$ cat src/rtl/hwpe_ctrl_job_scheduler_pkg.sv
// Shared control types for the HWPE job scheduler: slot and FSM state encodings
// plus the packed control/flag bundles used by the register-file slave wrapper.
package hwpe_ctrl_job_scheduler_pkg;

  localparam int unsigned SCHED_N_CONTEXT = 2;
  localparam int unsigned SCHED_N_CORES   = 16;
  localparam int unsigned SCHED_CNT_W     = 8;
  localparam int unsigned SCHED_CTX_W     = $clog2(SCHED_N_CONTEXT);
  localparam int unsigned SCHED_CORE_W    = $clog2(SCHED_N_CORES);

  typedef enum logic [1:0] {
    SLOT_FREE,
    SLOT_ACQUIRED,
    SLOT_QUEUED,
    SLOT_RUNNING
  } slot_state_e;

  typedef enum logic [1:0] {
    SCHED_IDLE,
    SCHED_START,
    SCHED_RUN,
    SCHED_DONE
  } sched_state_e;

  typedef struct packed {
    logic                    softclear;
    logic                    acquire_req;
    logic [SCHED_CORE_W-1:0] acquire_core;
    logic                    trigger;
    logic [SCHED_CTX_W-1:0]  trigger_id;
  } ctrl_sched_t;

  typedef struct packed {
    logic                   acquire_gnt;
    logic [SCHED_CTX_W-1:0] acquire_id;
    logic                   start;
    logic                   busy;
    logic [SCHED_CTX_W-1:0] running_id;
    logic                   done;
    logic                   trigger_err;
    logic [SCHED_CNT_W-1:0] nb_finished;
  } flags_sched_t;

endpackage

$ cat src/rtl/hwpe_ctrl_job_scheduler.sv
// Context-level job scheduler: cores acquire and trigger job slots, which are
// launched on the engine one at a time in allocation order and retired with a per-core event.
module hwpe_ctrl_job_scheduler
  import hwpe_ctrl_job_scheduler_pkg::*;
#(
  parameter int unsigned N_CONTEXT = SCHED_N_CONTEXT,
  parameter int unsigned N_CORES   = SCHED_N_CORES,
  parameter int unsigned N_EVT     = 2,
  parameter int unsigned CNT_W     = SCHED_CNT_W,
  localparam int unsigned CTX_W    = $clog2(N_CONTEXT),
  localparam int unsigned CORE_W   = $clog2(N_CORES)
) (
  input  logic                       clk_i,
  input  logic                       rst_i,
  input  logic                       softclear_i,
  input  logic                       acquire_req_i,
  input  logic [CORE_W-1:0]          acquire_core_i,
  output logic                       acquire_gnt_o,
  output logic [CTX_W-1:0]           acquire_id_o,
  input  logic                       trigger_i,
  input  logic [CTX_W-1:0]           trigger_id_i,
  output logic                       trigger_err_o,
  output logic                       start_o,
  output logic [CTX_W-1:0]           running_id_o,
  output logic                       busy_o,
  input  logic                       done_i,
  output logic                       done_o,
  output logic [N_CORES*N_EVT-1:0]   evt_o,
  output logic                       engine_clear_o,
  output logic [CNT_W-1:0]           nb_finished_o,
  output logic [CTX_W:0]             nb_free_o
);

  slot_state_e [N_CONTEXT-1:0]             slot_state;
  logic        [N_CONTEXT-1:0][CORE_W-1:0] slot_owner;

  sched_state_e             state_q;
  logic [CTX_W-1:0]         alloc_ptr_q, run_ptr_q;
  logic                     start_q, busy_q, done_q, trigger_err_q, engine_clear_q;
  logic [N_CORES*N_EVT-1:0] evt_q;
  logic [CNT_W-1:0]         nb_finished_q;
  logic [CTX_W:0]           nb_free_q, nb_free_d;
  logic                     clear;
  logic                     trigger_ok;

  function automatic logic [N_CORES*N_EVT-1:0] core_evt(input logic [CORE_W-1:0] core);
    core_evt = '0;
    for (int c = 0; c < N_CORES; c++) core_evt[c*N_EVT] = (core == CORE_W'(c));
  endfunction

  assign clear = rst_i | softclear_i;

  // Grant looks at pre-edge slot state, so a slot retiring this cycle is not yet grantable.
  assign acquire_gnt_o = acquire_req_i && !clear && (slot_state[alloc_ptr_q] == SLOT_FREE);
  assign trigger_ok    = trigger_i && (slot_state[trigger_id_i] == SLOT_ACQUIRED);

  for (genvar i = 0; i < N_CONTEXT; i++) begin : g_slot
    slot_state_e       slot_q, slot_d;
    logic [CORE_W-1:0] owner_q;
    logic              hit_alloc, hit_run;

    assign hit_alloc = acquire_gnt_o && (alloc_ptr_q == CTX_W'(i));
    assign hit_run   = (run_ptr_q == CTX_W'(i));

    // NOTE: slot_d takes a default first so no path through this block leaves it unassigned (no latch).
    always_comb begin
      slot_d = slot_q;
      if (hit_alloc) slot_d = SLOT_ACQUIRED;
      if (trigger_ok && trigger_id_i == CTX_W'(i)) slot_d = SLOT_QUEUED;
      if (hit_run && state_q == SCHED_START) slot_d = SLOT_RUNNING;
      if (hit_run && state_q == SCHED_DONE) slot_d = SLOT_FREE;
    end

    // NOTE: state registers use non-blocking assignments so every flop samples pre-edge values.
    always_ff @(posedge clk_i) begin
      if (clear) begin
        slot_q  <= SLOT_FREE;
        owner_q <= '0;
      end else begin
        slot_q <= slot_d;
        if (hit_alloc) owner_q <= acquire_core_i;
      end
    end

    assign slot_state[i] = slot_q;
    assign slot_owner[i] = owner_q;
  end

  always_comb begin
    nb_free_d = nb_free_q;
    if (acquire_gnt_o) nb_free_d = nb_free_d - (CTX_W+1)'(1);
    if (state_q == SCHED_DONE) nb_free_d = nb_free_d + (CTX_W+1)'(1);
  end

  always_ff @(posedge clk_i) begin
    if (clear) begin
      state_q       <= SCHED_IDLE;
      alloc_ptr_q   <= '0;
      run_ptr_q     <= '0;
      start_q       <= 1'b0;
      busy_q        <= 1'b0;
      done_q        <= 1'b0;
      evt_q         <= '0;
      trigger_err_q <= 1'b0;
      nb_finished_q <= '0;
      nb_free_q     <= (CTX_W+1)'(N_CONTEXT);
    end else begin
      nb_free_q     <= nb_free_d;
      trigger_err_q <= trigger_i && !trigger_ok;
      start_q       <= 1'b0;
      done_q        <= 1'b0;
      evt_q         <= '0;
      if (acquire_gnt_o) alloc_ptr_q <= alloc_ptr_q + CTX_W'(1);
      case (state_q)
        SCHED_IDLE: if (slot_state[run_ptr_q] == SLOT_QUEUED) begin
          state_q <= SCHED_START;
          start_q <= 1'b1;
          busy_q  <= 1'b1;
        end
        SCHED_START: state_q <= SCHED_RUN;
        SCHED_RUN: if (done_i) begin
          state_q <= SCHED_DONE;
          busy_q  <= 1'b0;
          done_q  <= 1'b1;
          evt_q   <= core_evt(slot_owner[run_ptr_q]);
        end
        SCHED_DONE: begin
          state_q       <= SCHED_IDLE;
          run_ptr_q     <= run_ptr_q + CTX_W'(1);
          nb_finished_q <= nb_finished_q + CNT_W'(1);
        end
        default: state_q <= SCHED_IDLE;
      endcase
    end
  end

  always_ff @(posedge clk_i) engine_clear_q <= softclear_i && !rst_i;

  assign acquire_id_o   = alloc_ptr_q;
  assign running_id_o   = run_ptr_q;
  assign trigger_err_o  = trigger_err_q;
  assign start_o        = start_q;
  assign busy_o         = busy_q;
  assign done_o         = done_q;
  assign evt_o          = evt_q;
  assign engine_clear_o = engine_clear_q;
  assign nb_finished_o  = nb_finished_q;
  assign nb_free_o      = nb_free_q;

endmodule

$ cat config.mk
export PLATFORM = sky130hd
export DESIGN_NAME = hwpe_ctrl_job_scheduler
export DESIGN_NICKNAME = d
export VERILOG_FILES = /design/src/rtl/hwpe_ctrl_job_scheduler_pkg.sv /design/src/rtl/hwpe_ctrl_job_scheduler.sv
export SDC_FILE = /design/constraint.sdc
export NUM_CORES = 1
export LEC_CHECK = 0
export BUFFER_PORTS_ARGS = -buffer_cell sky130_fd_sc_hd__buf_2
export CAP_MARGIN = 20
export CORE_MARGIN = 3
export CORE_UTILIZATION = 41
export CTS_CLUSTER_DIAMETER = 30
export CTS_CLUSTER_SIZE = 25
export DETAILED_ROUTE_END_ITERATION = 8
export PLACE_DENSITY = 0.64
export SLEW_MARGIN = 0
export SYNTH_ARGS = -nofsm -noshare
export SYNTH_HDL_FRONTEND = slang
export SYNTH_SLANG_ARGS = --single-unit
$ cat constraint.sdc
create_clock -name clk_i -period 3.3 [get_ports clk_i]
set_input_delay 0.33 -clock clk_i [delete_from_list [all_inputs] [get_ports clk_i]]
set_output_delay 0.33 -clock clk_i [all_outputs]
set_load 0.03 [all_outputs]
==> impl_metrics.env <==
export IMPL_cts_clk_slew_worst_paths_ns=0.09
export IMPL_critPathMaxFanout=10
export IMPL_leakage_nw=0.982
export IMPL_vias=1474
export IMPL_vias_per_cell=4.75
export IMPL_die_area_sq_um=5630
export IMPL_drive_above_1_share=0.236
export IMPL_hpwl_microns=2630
export IMPL_ctsRootBufferMaster="clkbuf_8"
export IMPL_wl_per_cell_microns=11.7
export IMPL_yosys_warnings=0
export IMPL_num_antenna_cells=0
export IMPL_min_path_cells=2
export IMPL_track_usage=0.140
export IMPL_min_path_type="in -> reg"
export IMPL_route_detailed_drc=0
export IMPL_yosys_top_cells_area="dfxtp_1 (48%), nor2_1 (7.9%), buf_4 (6.1%)"
export IMPL_htree_levels=2
export IMPL_synth_largest_area_cell="dfxtp_1"
export IMPL_hold_buffers=0
export IMPL_portBuffers=44
export IMPL_power_frac_comb=0.082
export IMPL_rows=24
export IMPL_yosysTopAreaCellShare=0.481
export IMPL_clock_latency_ns=0.30
export IMPL_wl_met1_microns=1750
export IMPL_fin_tns_setup_ns=0
export IMPL_syn_area_per_cell_sq_um=9.18
export IMPL_skew_ns=0.00894
export IMPL_grt_max_degree=27
export IMPL_syn_to_final_growth_pct=16.1
export IMPL_ys_top_cells_by_count="dfxtp_1 (47), nor2_1 (41), buf_4 (16)"
export IMPL_ioPinCount=61
export IMPL_yosysMostFrequentCell="dfxtp_1"
export IMPL_start_util=0.437
export IMPL_powerDensity_nw_per_um2=483
export IMPL_dr_first_iter_drc_count=85
export IMPL_gr_total_overflow=0
export IMPL_power_clock_fraction=0.391
export IMPL_drv_slew=0
export IMPL_seqPwrFrac=0.528
export IMPL_die_h_microns=75.0
export IMPL_postCtsSetupBuffers=0
export IMPL_syn_area_sq_um=1950
export IMPL_finalNetCount=273
export IMPL_rsz0062_at_grt="false"
export IMPL_wl_met3_microns=244
export IMPL_cts_tree="built"
export IMPL_worstRegToRegCells=4
export IMPL_min_period_ns=2.17
export IMPL_worst_r2r_setup_slack_ns=1.45
export IMPL_wl_met2_microns=1580
export IMPL_cts_sinks=47
export IMPL_final_util=0.507
export IMPL_antenna_found_initial=0
export IMPL_vdd_ir_drop_max_mv=0.207
export IMPL_ys_seq_area_frac=0.481
export IMPL_core_area_sq_um=4470
export IMPL_ctsLongestPathBuffers=2
export IMPL_status="finished clean"
export IMPL_grt_pass1_vias=1326
export IMPL_synth_cells=213
export IMPL_crit_arrival_ns=1.84
export IMPL_place_congestion=0.814
export IMPL_grt_pass1_wl_microns=6010
export IMPL_die_w_microns=75.0
export IMPL_crit_type="reg -> out"
export IMPL_cp_end_kind="primary output"
export IMPL_p_sw_frac=0.245
export IMPL_cts_made_buffers=5
export IMPL_synth_flop_cell="dfxtp_1"
export IMPL_timing_hold_violations_final=0
export IMPL_post_cts_resized=0
export IMPL_wl_microns=3620
export IMPL_relSlewSlack=0.548
export IMPL_synth_edff_count=0
export IMPL_firstDrtPassIters=4
export IMPL_tightest_slew_ns=0.676
export IMPL_ant_nets=0
export IMPL_synth_cell_types=36
export IMPL_p_sw_uw=269
export IMPL_synthArstFlopShare=0
export IMPL_min_period_over_period=0.658
export IMPL_critPathLaunchType="register"
export IMPL_cp_required_ns=2.97
export IMPL_power_internal_uw=829
export IMPL_routed_top_layer="met4"
export IMPL_max_cap_viol_count=0
export IMPL_ys_ff_latch=47
export IMPL_max_freq_mhz=461
export IMPL_setup_violations=0
-- power groups by stage --
stage	clock network, mW	logic [mW]	registers (mW)
after floorplan	0	0.0776	0.599
after global placement	0	0.0884	0.592
after detailed placement	0	0.0890	0.593
after CTS	0.440	0.0892	0.579
after global routing	0.469	0.0974	0.581
final	0.429	0.0895	0.579
-- layout by cell type (no fill, tap or decap), types with 5 or more instances in the layout --
master / instances
dfxtp_1: 47
a21oi_1: 15
ha_1: 5
mux2i_1: 9
inv_1: 11
buf_2: 44
conb_1: 16
clkbuf_8: 5
nand2_1: 9
nor2_1: 41
-- per-stage QoR --
step	total power [mW]	worst slack (ns)	cells	hold WS, ns	area [sq um]
floorplan	0.676	1.35	228	0.402	2010
CTS	1.11	1.14	310	0.192	2270
finish	1.10	1.13	310	0.197	2270
global placement	0.681	1.49	302	0.473	2150
global route	1.15	1.00	310	0.192	2270
detailed placement	0.682	1.48	302	0.475	2150
-- metal layers --
metal  track usage  up-vias
met3        0.0507        6
met4        0.0534        0
li1              -      771
met2         0.214       50
met5             0        -
met1         0.181      647
-- logic make-up (layout without fill, tap and decap cells) --
kind of cell | count (synthesis) | after routing | share of synthesized area
fa+ha+maj | 5 | 5 | 0.0320
xor+xnor | 8 | 8 | 0.0358
simple gates | 75 | 75 | 0.187
compound gates | 34 | 34 | 0.115
other cells | 1 | 16 | 0.00192
buf+inv | 34 | 64 | 0.101
flops | 47 | 47 | 0.481
mux | 9 | 9 | 0.0461
-- state kept, by name, summed over array words and instances, names as in the netlist, 2 cells and up --
| signal | flops |
|---|---|
| state_q | 2 |
| g_slot.owner_q | 8 |
| evt_o | 16 |
| nb_free_o | 2 |
| nb_finished_o | 8 |
| g_slot.slot_q | 4 |
-- critical path, cell delays in order, from the launching register on --
cell and delay (ns):
dfxtp_1 0.37, nor4b_4 0.66, nor2_1 0.16, nor2_1 0.14
buf_2 0.21
-- cell type report --
class	count	area, sq um
Tap cell	52	65.1
Clock buffer	5	68.8
Sequential cell	47	941
Timing Repair Buffer	45	228
Fill cell	416	2200
Multi-Input combinational cell	147	878
Inverter	11	41.3
Clock inverter	3	47.5
-- final timing paths --
| kind | start | end |
|---|---|---|
| setup / recovery | g_slot[0].slot_q[1] | acquire_gnt_o |
| hold / removal | rst_i | engine_clear_o |
| setup reg to reg | state_q[0] | nb_finished_o[7] |
| hold reg to reg | nb_finished_o[7] | nb_finished_o[7] |
Note: power is estimated with default switching activity, not from simulation.
